[config.mk]
export PLATFORM = sky130hd
export DESIGN_NAME = display_driver
export DESIGN_NICKNAME = d
export VERILOG_FILES = /design/src/rtl/display_pkg.sv /design/src/rtl/seg7_decode.sv /design/src/rtl/display_driver.sv
export SDC_FILE = /design/constraint.sdc
export NUM_CORES = 1
export LEC_CHECK = 0
export ABC_AREA = 1
export CORE_MARGIN = 2
export CORE_UTILIZATION = 44
export DETAILED_ROUTE_END_ITERATION = 7
export HOLD_SLACK_MARGIN = 0.06
export PLACE_DENSITY_LB_ADDON = 0.3
export SLEW_MARGIN = 20
export SYNTH_ARGS = -nofsm -noshare
export SYNTH_HDL_FRONTEND = slang
export SYNTH_SLANG_ARGS = --single-unit
[constraint.sdc]
create_clock -name clk_200Hz -period 2.55 [get_ports clk_200Hz]
set_clock_uncertainty 0.1 [all_clocks]
set_input_delay 0.51 -clock clk_200Hz [delete_from_list [all_inputs] [get_ports clk_200Hz]]
set_output_delay 0.51 -clock clk_200Hz [all_outputs]
set_load 0.01 [all_outputs]
[src/rtl/display_pkg.sv]
// Shared constants for the four-digit multiplexed seven-segment display driver.
// Segment patterns are active-low, ordered {g,f,e,d,c,b,a}.
package display_pkg;

  localparam int NUM_DIGITS = 4;

  typedef logic [1:0] idx_t;
  typedef logic [3:0] code_t;
  typedef logic [6:0] seg_t;

  localparam seg_t SEG_0     = 7'h40;
  localparam seg_t SEG_1     = 7'h79;
  localparam seg_t SEG_2     = 7'h24;
  localparam seg_t SEG_3     = 7'h30;
  localparam seg_t SEG_4     = 7'h19;
  localparam seg_t SEG_5     = 7'h12;
  localparam seg_t SEG_6     = 7'h02;
  localparam seg_t SEG_7     = 7'h78;
  localparam seg_t SEG_8     = 7'h00;
  localparam seg_t SEG_9     = 7'h10;
  localparam seg_t SEG_A     = 7'h08;
  localparam seg_t SEG_B     = 7'h03;
  localparam seg_t SEG_C     = 7'h46;
  localparam seg_t SEG_D     = 7'h21;
  localparam seg_t SEG_E     = 7'h06;
  localparam seg_t SEG_F     = 7'h0E;
  localparam seg_t SEG_BLANK = 7'h7F;

  localparam logic [3:0] WEI_OFF  = 4'b1111;
  localparam logic [7:0] DUAN_OFF = 8'hFF;

  // Active-low one-hot digit enable for a scan slot.
  function automatic logic [3:0] wei_select(input idx_t idx);
    return ~(4'b0001 << idx);
  endfunction

endpackage

[src/rtl/seg7_decode.sv]
// Combinational 4-bit code to active-low a-g segment decoder.
// Define DISPLAY_HEX_DIGITS_EN to render codes 10-15 as hex letters; otherwise they blank.
module seg7_decode
  import display_pkg::*;
(
  input  logic [3:0] code_i,
  output logic [6:0] seg_o
);

  always_comb begin
    seg_o = SEG_BLANK;
    unique case (code_i)
      4'd0:  seg_o = SEG_0;
      4'd1:  seg_o = SEG_1;
      4'd2:  seg_o = SEG_2;
      4'd3:  seg_o = SEG_3;
      4'd4:  seg_o = SEG_4;
      4'd5:  seg_o = SEG_5;
      4'd6:  seg_o = SEG_6;
      4'd7:  seg_o = SEG_7;
      4'd8:  seg_o = SEG_8;
      4'd9:  seg_o = SEG_9;
`ifdef DISPLAY_HEX_DIGITS_EN
      4'd10: seg_o = SEG_A;
      4'd11: seg_o = SEG_B;
      4'd12: seg_o = SEG_C;
      4'd13: seg_o = SEG_D;
      4'd14: seg_o = SEG_E;
      4'd15: seg_o = SEG_F;
`else
      default: seg_o = SEG_BLANK;
`endif
    endcase
  end

endmodule

[src/rtl/display_driver.sv]
// Four-digit multiplexed seven-segment driver: one digit per 200 Hz scan edge, outputs registered.
// Hex letters for codes 10-15 are enabled by defining DISPLAY_HEX_DIGITS_EN (see seg7_decode).
module display_driver
  import display_pkg::*;
(
  input  logic       clk_200Hz,
  input  logic       rst,
  input  logic       data15,
  input  logic       data14,
  input  logic       data13,
  input  logic       data12,
  input  logic       data11,
  input  logic       data10,
  input  logic       data9,
  input  logic       data8,
  input  logic       data7,
  input  logic       data6,
  input  logic       data5,
  input  logic       data4,
  input  logic       data3,
  input  logic       data2,
  input  logic       data1,
  input  logic       data0,
  input  logic       dot3,
  input  logic       dot2,
  input  logic       dot1,
  input  logic       dot0,
  output logic [3:0] sm_wei,
  output logic [7:0] sm_duan
);

  code_t      code_a [NUM_DIGITS];
  logic [3:0] dot_v;

  idx_t       idx_q, idx_d;
  logic [3:0] wei_q, wei_d;
  logic [7:0] duan_q, duan_d;
  code_t      code_sel;
  seg_t       seg_sel;

  always_comb begin
    code_a[0] = {data3,  data2,  data1,  data0};
    code_a[1] = {data7,  data6,  data5,  data4};
    code_a[2] = {data11, data10, data9,  data8};
    code_a[3] = {data15, data14, data13, data12};
    dot_v     = {dot3, dot2, dot1, dot0};
  end

  // Only the digit in the current slot is sampled; the others are ignored until their turn.
  assign code_sel = code_a[idx_q];

  seg7_decode u_decode (
    .code_i (code_sel),
    .seg_o  (seg_sel)
  );

  always_comb begin
    idx_d  = idx_q + 2'd1;
    wei_d  = wei_select(idx_q);
    duan_d = {~dot_v[idx_q], seg_sel};
  end

  always_ff @(posedge clk_200Hz) begin
    if (rst) begin
      idx_q  <= '0;
      wei_q  <= WEI_OFF;
      duan_q <= DUAN_OFF;
    end else begin
      idx_q  <= idx_d;
      wei_q  <= wei_d;
      duan_q <= duan_d;
    end
  end

  assign sm_wei  = wei_q;
  assign sm_duan = duan_q;

endmodule

==> results.md, run 1 <==
- The fraction of layout cells with a size suffix above 1 is 13.3%.
- The post-synthesis net count is 130.
- The routability congestion estimate from global placement is 0.718.
- The net switching power of the design is 0.187 mW.
- The via count is 720.
- The placed standard-cell area is 1120 µm².
- The routed wire length is 1.47 mm.
- The cell count after synthesis came out at 99.
- The run finished with clean final reports.
- The placed wire-length estimate after detailed placement is 1.22 mm.
- The switching share of power is 29.5%.
- In this run, flip-flops and latches consume 40.6% of the power.
- By startpoint and endpoint, the worst setup path is classified as in -> reg.
- The final layout contains 167 nets.
- The minimum clock period is 1.73 ns.
- Counting flops with a built-in enable in the synthesized netlist gives 0.
- The biggest area contributor in the post-synthesis netlist is sky130_fd_sc_hd__dfxtp_1.
- The critical path data required time is 2.61 ns.
- The cell internal power dissipation is 0.448 mW.
- The number of slew-limit violations in the final report was 0.
- The post-synthesis instance area is 778 µm².
- Yosys printed 0 warnings.
- 34 I/O pins were placed.
- The layer flagged by global routing as most heavily used is met2.
- The mean instance size in the synthesized netlist is 7.86 µm².
- Global routing used 16.5% of the available met1 tracks.
- The maximum clock frequency is 576 MHz.
- The capturing element type of the critical path is a register.
- The master cell of the clock root buffer is sky130_fd_sc_hd__clkbuf_4.
- Yosys instantiated no cell more often than sky130_fd_sc_hd__nand2_1.
- Summed over all layers, the global routing overflow is 0.
- The number of violations of the max-capacitance limit is 0.
- The most used flip-flop cell after synthesis is sky130_fd_sc_hd__dfxtp_1.
- The via count of the first global-routing pass is 642.
- The aggregate negative setup slack is 0 ns.
- The initial standard-cell utilization of the core is 46.1%.
- The final-report hold violation count is 0.
- Setup repair after global routing left no endpoint under its margin.
- The proportion of power drawn by combinational gates is 35.6%.
- The number of diodes is 0.
- The routed length per placed instance is 9.64 µm.
- At the pin with the least slew margin, the transition time is 0.384 ns.
- The highest fanout seen on the critical path is 5.
- The finished cells cover 1160 µm².
- Of all flip-flops after synthesis, the portion carrying an async set or reset was 0%.
- In the global route stage, met2 resource usage came out at 30.0%.
- The post-synthesis sequential area ratio is 36.0%.
- The critical path startpoint category is an input pin.
- The core region is 1690 µm².
- The path class of the tightest hold or removal check is reg -> reg.
- Buffers added to address setup during post-CTS repair amount to 0.
- The count of unresolved DRC violations after routing is 0.
- The leakage power total is 0.537 nW.
- No sink is reached through more buffers than the 2 on the longest clock path.
- The area overhead of the layout relative to synthesis is 48.7%.
- The power density normalized to cell area is 549 nW/µm².
- The count of nets left with antenna violations after detail routing is 0.
- The synthesized design contains 14 register bits.
- Entering global routing, the biggest net connects 13 pins.
- The clock latency of the later-clocked register in the worst-skew pair is 0.27 ns.
- The TritonCTS buffer count is 3.
- The detailed router's first-iteration violation count is 11.
- TritonCTS built the clock tree.
- The top cell type by area accounts for 36.0% of the synthesized area.
- By area the synthesized netlist is led by sky130_fd_sc_hd__dfxtp_1 36%, sky130_fd_sc_hd__nand2_1 17%, sky130_fd_sc_hd__ha_1 14%.
- Hold timing on the final database bottoms out at a slack of 0.574 ns.
- The worst max-slew margin expressed relative to the limit is 74.4%.
- In this run, the clock network consumes 23.8% of the power.
- The final worst-path cycle share is 68.0%.
- The post-cts resize count is 0.
- From left edge to right edge, the die measures 46.1 µm.
- The hold-fix buffer count after cts is 0.
- Setup violations remaining at the end of the flow were counted as 0.
- CTS built an H-tree with a depth of 1.
- The first-pass GRT wire length is 2.40 mm.
- VDD sags by at most 206 µV.
- The die area is 2120 µm².
- Buffers placed on the I/O ports in this run total 33.
- After floorplanning, the core was divided into 15 placement rows.
- The number of antenna violations at the first check in global routing is 0.
- The clock sink total is 14.
- The die is 46.1 µm tall.
- After clock tree synthesis, the clock-pin slew on the worst setup and hold paths is 0.08 ns.
- The met3 capacity usage during global routing is 1.18%.
- Data arrives at the worst endpoint at 1.79 ns.
- Global routing used 15.2% of the available tracks.
- For this run, the detailed router's first-pass iteration total came to 4.
- Using the TritonRoute via totals, the vias-per-cell ratio works out to 4.74.
- The unique cell type count in the Yosys netlist is 18.
- Sorting the synthesized cells by how often they occur yields 35 x sky130_fd_sc_hd__nand2_1, 14 x sky130_fd_sc_hd__dfxtp_1, 12 x sky130_fd_sc_hd__nand3_1.
-- cells in the final DEF (no fill, tap or decap) --
cell | synthesis | layout
sky130_fd_sc_hd__a21oi_1 | 1 | 1
sky130_fd_sc_hd__a21oi_4 | 1 | 1
sky130_fd_sc_hd__buf_4 | 0 | 1
sky130_fd_sc_hd__clkbuf_4 | 0 | 3
sky130_fd_sc_hd__clkbuf_8 | 0 | 1
sky130_fd_sc_hd__clkdlybuf4s50_1 | 0 | 33
sky130_fd_sc_hd__dfxtp_1 | 14 | 14
sky130_fd_sc_hd__ha_1 | 9 | 9
sky130_fd_sc_hd__inv_1 | 4 | 4
sky130_fd_sc_hd__inv_2 | 4 | 4
sky130_fd_sc_hd__nand2_1 | 35 | 35
sky130_fd_sc_hd__nand2_2 | 3 | 3
sky130_fd_sc_hd__nand2_4 | 3 | 3
sky130_fd_sc_hd__nand3_1 | 12 | 12
sky130_fd_sc_hd__nand3_2 | 1 | 1
sky130_fd_sc_hd__nand3_4 | 1 | 1
sky130_fd_sc_hd__nand3b_1 | 2 | 2
sky130_fd_sc_hd__nor2_1 | 4 | 4
sky130_fd_sc_hd__o21ai_0 | 2 | 2
sky130_fd_sc_hd__o22ai_1 | 1 | 1
-- layer usage --
metal / routed length [µm] / vias up
met5: 0 / -
met4: 0 / 0
met3: 53 / 0
met2: 782 / 24
met1: 629 / 311
li1: - / 385
-- flip-flops by register name, indices dropped and copies added, names as in the netlist --
register	flops
sm_wei	4
sm_duan	8
idx_q	2
-- critical path: stages --
cell,delay (ns)
sky130_fd_sc_hd__clkdlybuf4s50_1,0.40
sky130_fd_sc_hd__nand2_1,0.07
sky130_fd_sc_hd__nand3_1,0.08
sky130_fd_sc_hd__nand2_1,0.16
sky130_fd_sc_hd__inv_1,0.08
sky130_fd_sc_hd__ha_1,0.18
sky130_fd_sc_hd__nand3b_1,0.16
sky130_fd_sc_hd__nand3_1,0.09
sky130_fd_sc_hd__nand2_1,0.06
-- stage by stage --
step / worst slack, ns / std cells / total power, mW / utilization, %
6_report: 0.815 / 152 / 0.635 / 68.5
5_1_grt: 0.666 / 152 / 0.679 / 68.5
4_1_cts: 0.810 / 152 / 0.641 / 68.5
3_5_place_dp: 0.525 / 148 / 0.491 / 66.4
3_3_place_gp: 0.557 / 148 / 0.486 / 66.4
2_1_floorplan: 1.00 / 99 / 0.391 / -
-- power groups by stage --
stage	Combinational (mW)	Clock (mW)	Sequential, mW
2_1_floorplan	0.116	0	0.275
3_3_place_gp	0.223	0	0.262
3_5_place_dp	0.227	0	0.263
4_1_cts	0.228	0.155	0.258
5_1_grt	0.253	0.166	0.261
6_report	0.226	0.151	0.258
-- cell families (layout without fill, tap and decap cells) --
group | count (synthesis) | in the layout | synth area share, %
buffers and inverters | 10 | 46 | 5.95
AOI/OAI and AO/OA | 5 | 5 | 4.82
DFF | 14 | 14 | 36.0
and+or+nand+nor | 61 | 61 | 38.7
adders and majority gates | 9 | 9 | 14.5
-- path summary, 6_finish.rpt --
check | startpoint | end | slack [ns] | depth (start not counted)
hold reg to reg | idx_q[0] | idx_q[0] | 0.57 | 2
setup reg to reg | idx_q[1] | sm_duan[3] | 0.84 | 7
setup / recovery | data12 | sm_duan[6] | 0.82 | 9
hold / removal | idx_q[0] | idx_q[0] | 0.57 | 2
-- area by class of cell --
cell class / instances / area [µm²]
Timing Repair Buffer: 34 / 338
Sequential cell: 14 / 280
Multi-Input combinational cell: 75 / 452
Tap cell: 17 / 21.3
Inverter: 8 / 30.0
Fill cell: 142 / 532
Clock buffer: 4 / 36.3
No activity file was read; power rests on OpenSTA's default activity.
==> run 2, diff against run 1 <==
--- a/config.mk
+++ b/config.mk
@@ -7,7 +7,7 @@
 export LEC_CHECK = 0
 export ABC_AREA = 1
 export CORE_MARGIN = 2
-export CORE_UTILIZATION = 44
+export CORE_UTILIZATION = 40
 export DETAILED_ROUTE_END_ITERATION = 7
 export HOLD_SLACK_MARGIN = 0.06
 export PLACE_DENSITY_LB_ADDON = 0.3
==> constraint.sdc (replaced) <==
create_clock -name clk_200Hz -period 1.7 [get_ports clk_200Hz]
set_clock_uncertainty 0.1 [all_clocks]
set_input_delay 0.34 -clock clk_200Hz [delete_from_list [all_inputs] [get_ports clk_200Hz]]
set_output_delay 0.34 -clock clk_200Hz [all_outputs]
set_load 0.01 [all_outputs]
==> run 2 against run 1 <==
Against the previous run:
- critical path depth did not move
- sequential cell count did not move
- first-iteration DRC count shrank 55%
- via count is 9.7% higher
- cell area is 7.9% higher
- sequential power rose by 49%
- combinational power is 74% higher
- largest power group is now combinational logic
==> results.md, run 2 (synthesis results as in run 1) <==
- The critical path is of the reg -> reg type.
- The die height is 48.1 µm.
- The number of slew-limit violations in the final report is 0.
- The total routing resource utilization after global routing is 16.3%.
- The die is 48.1 µm wide.
- Dividing the detail-routed wire length by the instance count gives 10.0 µm.
- The leakage power total is 0.586 nW.
- The worst slack after detailed placement is -0.155 ns.
- The library cell used most frequently in the layout, excluding fill and tap cells, is sky130_fd_sc_hd__nand2_1.
- The first global-routing pass estimated 2.61 mm of wire.
- The TritonCTS buffer count is 3.
- The number of antenna violations at the first check in global routing is 0.
- The actual transition at the worst max-transition pin is 0.255 ns.
- In the layout the commonest cells are 34 x sky130_fd_sc_hd__nand2_1, 33 x sky130_fd_sc_hd__clkdlybuf4s50_1, 13 x sky130_fd_sc_hd__dfxtp_1.
- After the last flow step, the layout net total stands at 177.
- CTS placed an instance of sky130_fd_sc_hd__clkbuf_4 at the clock tree root.
- The routed wire length is 1.70 mm.
- STA classifies the critical path endpoint as a register.
- The region available for standard cell placement spans 1780 µm².
- The final-report hold violation count is 0.
- The worst hold slack is 0.361 ns.
- STA puts the critical path data arrival time at 1.66 ns.
- At the worst endpoint, the required time is 1.76 ns.
- The HPWL after detailed placement is 1.45 mm.
- Summing all multi-input logic gate instances after layout gives 454 µm².
- The hold-fix buffer count after cts is 0.
- The via count of the first global-routing pass was 681.
- Before antenna repair, the detailed router went through 4 iterations.
- The power density normalized to cell area is 805 nW/µm².
- The worst stage delay on the critical path is 0.37 ns.
- The clock sink total is 14.
- The worst pin sits at a relative slew slack of 83.0%.
- The critical-path cell with the highest stage delay is sky130_fd_sc_hd__dfxtp_4.
- The number of setup violations in the final report is 0.
- Entering global routing, the biggest net connects 9 pins.
- Setup repair after global routing left no endpoint under its margin.
- The number of rows in the core area is 15.
- The number of cells in the design after placement is 164.
- After layout, the worst path uses 94.0% of the clock period.
- The number of diodes is 0.
- The run finished with clean final reports.
- The count of boundary I/O pins is 34.
- The maximum clock frequency is 625 MHz.
- The count of nets left with antenna violations after detail routing is 0.
- The fill cell instance count of the final layout is 139.
- The clock reaches the later pin of the worst-skew pair after 0.27 ns.
- The clock transition time at the flip-flop clock pins of the worst setup and hold paths is 0.08 ns.
- The count of unresolved DRC violations after routing is 0.
- Across the whole layout, storage elements account for 284 µm².
- The critical path startpoint category is a register.
- The final route contains 790 vias.
- The number of violations of the max-capacitance limit is 0.
- The highest fanout seen on the critical path is 7.
- Subtracting the final worst setup slack from the clock period gives 1.60 ns.
- The critical path goes through buf_4 > nand2_1 > nand3_1 > nand2_2 > inv_2 > ha_1 > nand3b_1 > nand3_1 > nand2_1.
- The type of the tightest min-delay check is reg -> reg.
- The fraction of layout cells with a size suffix above 1 is 20.7%.
- The buffer depth of the longest clock path is 2.
- The clock tree from TritonCTS is built.
- At the end of routability-driven placement, the weighted congestion stood at 0.736.
- The initial standard-cell utilization of the core is 43.6%.
- The die area is 2310 µm².
- Port buffering added 33 buffers.
- Dividing the detail-routed via count by the number of cells gives 4.65.
- The register with the most flip-flops in the layout has 8 of them.
- The total congestion overflow is 0.
- In the post-route analysis, the smallest setup slack over all paths is 0.101 ns.
- The H-tree depth is 1.
- Leaving out filler cells and counting taps, the final layout contains 170.
- From synthesis to final layout, the design area changed by 60.5%.
- The detailed router's first-iteration violation count is 5.
- The peak supply drop is 416 µV.
[run 2: changes by cell type in the layout (fill, tap and decap cells not counted)]
cell,delta
sky130_fd_sc_hd__buf_4,+10
sky130_fd_sc_hd__dfxtp_1,-1
sky130_fd_sc_hd__dfxtp_4,+1
sky130_fd_sc_hd__nand2_1,-1
sky130_fd_sc_hd__nand2_2,+1
[run 2: final cells by class]
class                      instances  area share, %
tap                               25           2.51
inverter                           8           2.40
multi-input combinational         75           36.4
clock buffer                       4           2.91
sequential                        14           22.7
timing repair buffer              44           33.1
[run 2: worst max-delay path: cells and delay by family (launching register included)]
kind | cells | cell delay, ns
AND/OR/NAND/NOR | 6 | 0.59
flip-flops | 1 | 0.37
buffers and inverters | 2 | 0.23
adder cells (fa/ha/maj) | 1 | 0.19
[run 2: where the power goes]
part	internal, mW	switching, mW
Combinational	0.208	0.185
Clock	0.130	0.0982
Sequential	0.368	0.0163
[run 2: repair_timing]
| action | CTS | global route |
|---|---|---|
| gates cloned | 0 | 0 |
| pin swaps | 0 | 1 |
| setup buffers | 0 | 2 |
| setup endpoints to repair | 2 | 2 |
| resized for setup | 1 | 2 |
[run 2: metrics by stage]
step | area [µm²] | utilization [%] | power [mW] | setup TNS, ns
final | 1250 | 70.0 | 1.01 | 0
after global routing | 1250 | 70.0 | 1.07 | 0
after CTS | 1230 | 68.9 | 1.00 | 0
after detailed placement | 1190 | 66.8 | 0.777 | -0.714
after global placement | 1190 | 66.8 | 0.762 | -0.436
after floorplan | 778 | - | 0.586 | 0
[run 2: per-layer routing]
| layer | routed length [µm] | track usage [%] |
|---|---|---|
| met2 | 949 | 33.3 |
| met5 | 0 | 0 |
| met1 | 700 | 16.6 |
| met4 | 0 | 4.86 |
| met3 | 53 | 2.22 |
[run 2: final timing paths]
path / start / to / cells after the start / slack, ns
max: idx_q[0] / sm_duan[5] / 9 / 0.10
min: idx_q[0] / idx_q[0] / 1 / 0.36
max reg2reg: idx_q[0] / sm_duan[5] / 9 / 0.10
min reg2reg: idx_q[0] / idx_q[0] / 1 / 0.36
==> run 3, diff against run 2 <==
==> constraint.sdc (replaced) <==
create_clock -name clk_200Hz -period 1.5 [get_ports clk_200Hz]
set_clock_uncertainty 0.1 [all_clocks]
set_input_delay 0.3 -clock clk_200Hz [delete_from_list [all_inputs] [get_ports clk_200Hz]]
set_output_delay 0.3 -clock clk_200Hz [all_outputs]
set_load 0.01 [all_outputs]
==> run 3 against run 2 <==
Against the previous run:
- combinational power rose by 27%
- largest cell class unchanged
- utilization is 6.1 points higher
- worst hold slack gained 0.21 ns
- cell area increased by 8.7%
- die area unchanged
- via count grew 4.6%
- sequential cell count unchanged
- cell count is 2.4% higher
- non-clock buffer count is 5 higher
- wire length up 18%
- critical path depth did not move
==> results.md, run 3 (synthesis results as in run 1) <==
- The HPWL after detailed placement is 1.39 mm.
- The net switching power of the design is 0.370 mW.
- For this run, the total global-route usage over all layers was measured as 17.5%.
- The type of the tightest min-delay check is in -> reg.
- The number of slew-limit violations in the final report is 0.
- The final-stage net count is 182.
- The die area is 2310 µm².
- The leading cell type in the layout, fill and taps excluded is sky130_fd_sc_hd__nand2_1.
- The capturing element type of the critical path is a register.
- The maximum clock frequency is 675 MHz.
- The initial utilization of the core area, before any placement, comes to 43.6%.
- The die is 48.1 µm wide.
- The H-tree depth is 1.
- The final worst-path cycle share is 98.8%.
- At the pin with the least slew margin, the transition time is 0.282 ns.
- The peak supply drop is 419 µV.
- The leakage power total is 0.646 nW.
- The tool flagged a number of max-cap violations equal to 0.
- The clock transition time at the flip-flop clock pins of the worst setup and hold paths is 0.07 ns.
- The cell internal power dissipation is 0.760 mW.
- The first global-routing pass estimated 2.82 mm of wire.
- Of the cells placed in the final design, the portion with a size suffix greater than 1 is 30.9%.
- The flow ran to the end, and the final reports show no timing, DRC or antenna violations.
- The number of antenna violations at the first check in global routing is 0.
- The final-report hold violation count came to 0.
- The routed wire length is 2.01 mm.
- The via count of the first global-routing pass is 742.
- For this block, the via count after detailed routing is 826.
- The die height is 48.1 µm.
- The area overhead of the layout relative to synthesis is 74.4%.
- The worst setup path is launched from an input pin.
- The flip-flop count of the largest register, all copies and words added is 8.
- 0 antenna diodes ended up in the layout.
- The number of setup violations in the final report is 0.
- The clock tree from TritonCTS is built.
- In the routed layout, each cell is associated on average with a via count of 4.75.
- The power after layout is 1.13 mW.
- The proportion of power drawn by combinational gates is 44.0%.
- The count of unresolved DRC violations after routing is 0.
- The startpoint of the tightest hold check path is dot1.
- In the layout the commonest cells are 32 x sky130_fd_sc_hd__nand2_1, 19 x sky130_fd_sc_hd__clkdlybuf4s50_1, 15 x sky130_fd_sc_hd__buf_4.
- In this run the worst setup path begins at data1.
- The area of the core region is 1780 µm².
- The critical path arrival is 1.54 ns.
- The endpoint of the lowest-slack register-to-register path is sm_duan[6].
- The startpoint-to-endpoint class of the critical path is in -> reg.
- The count of boundary I/O pins is 34.
- The highest fanout seen on the critical path is 5.
- After layout, the minimum clock period comes to 1.48 ns.
- Setup slack on the worst reg-to-reg path comes out at 0.02 ns.
- Summed over all layers, the global routing overflow is 0.
- Dividing total power by cell area gives a power density of 833 nW/µm².
- Setup repair after global routing could not meet its margin everywhere.
- For this block, the initial DRC count from the detailed router was 23.
- The worst max-slew margin expressed relative to the limit is 81.2%.
- The clock latency of the later-clocked register in the worst-skew pair is 0.27 ns.
- The critical path data required time is 1.56 ns.
- The number of port buffers is 33.
- The last element of the critical path is sm_duan[6].
- The routability congestion estimate from global placement is 0.757.
- The detail route stage leaves a number of antenna-violating nets equal to 0.
- The first detailed-routing pass ran for 4 iterations.
- After detailed routing, the average wire length per cell comes to 11.6 µm.
- The buffer depth of the longest clock path is 2.
- The worst register-to-register path begins at idx_q[0].
- Net switching is 32.7% of the power.
- Row generation in the floorplan step produced 15 rows.
- For this design, the sink count on the clock tree is 14.
- For the worst flop-to-flop path, the logic depth is 9.
- Entering global routing, the biggest net connects 8 pins.
- The power share of the sequential group is 38.5%.
- The fraction of power consumed by the clock network is 17.4%.
- Hold timing on the final database bottoms out at a slack of 0.575 ns.
- The master cell of the clock root buffer is sky130_fd_sc_hd__clkbuf_4.
- Clock tree synthesis inserted a total of 3 buffers.
[run 3: cell count changes in the layout (fill, tap and decap cells not counted), sizes merged]
cell / before / now
clkdlybuf4s50: 33 / 19
dlygate4sd2: 0 / 8
clkbuf: 4 / 3
dlymetal6s2s: 0 / 6
buf: 11 / 16
[run 3: area by class of cell]
cell class,count,area (µm²)
multi-input cells,75,522
repair buffers,49,459
fillers,118,425
flip-flops and latches,14,285
inverters,8,37.5
well taps,25,31.3
clock buffers,3,22.5
[run 3: worst min-delay path by stage]
| stage | endpoint | slack [ns] | depth (start not counted) |
|---|---|---|---|
| global route | sm_duan[7] | 0.64 | 4 |
| detailed placement | idx_q[0] | 0.56 | 2 |
| floorplan | idx_q[0] | 0.26 | 1 |
| global placement | idx_q[0] | 0.55 | 2 |
| CTS | sm_duan[7] | 0.58 | 4 |
| finish | sm_duan[7] | 0.57 | 4 |
[run 3: layer usage]
| metal | share of wire [%] | up-vias | GRT usage (%) |
|---|---|---|---|
| li1 | - | 416 | - |
| met1 | 40 | 380 | 17.1 |
| met2 | 54 | 26 | 35.2 |
| met3 | 4.0 | 4 | 2.59 |
| met4 | 1.6 | 0 | 8.11 |
| met5 | 0 | - | 0 |
[run 3: power groups by stage]
| stage | clock network (mW) | logic (mW) | registers [mW] |
|---|---|---|---|
| after detailed placement | 0 | 0.434 | 0.446 |
| final | 0.197 | 0.498 | 0.435 |
| after floorplan | 0 | 0.197 | 0.467 |
| after CTS | 0.200 | 0.448 | 0.434 |
| after global placement | 0 | 0.420 | 0.444 |
| after global routing | 0.216 | 0.546 | 0.441 |
[run 3: what timing repair did]
item	in CTS	in global routing
endpoints found under the setup margin	15	11
setup buffers	4	2
hold buffers	0	0
resized for setup	13	23
pin swaps	4	13
[run 3: stage by stage]
step / setup slack, ns / setup TNS (ns) / std cells / area (µm²) / utilization (%)
6_report: 0.0185 / 0 / 174 / 1360 / 76.1
5_1_grt: -0.0837 / -0.229 / 174 / 1360 / 76.1
4_1_cts: -0.00502 / -0.00502 / 172 / 1260 / 70.5
3_5_place_dp: -0.311 / -1.75 / 165 / 1200 / 67.3
3_3_place_gp: -0.260 / -1.51 / 165 / 1200 / 67.3
2_1_floorplan: -0.0114 / -0.0228 / 99 / 779 / -
[run 3: worst max-delay path: stages]
cell                              delay [ns]
sky130_fd_sc_hd__clkdlybuf4s50_1        0.40
sky130_fd_sc_hd__nand2_1                0.09
sky130_fd_sc_hd__nand3_2                0.09
sky130_fd_sc_hd__nand2_4                0.11
sky130_fd_sc_hd__inv_4                  0.05
sky130_fd_sc_hd__ha_4                   0.14
sky130_fd_sc_hd__nand3b_1               0.19
sky130_fd_sc_hd__nand3_1                0.11
sky130_fd_sc_hd__nand2_1                0.05
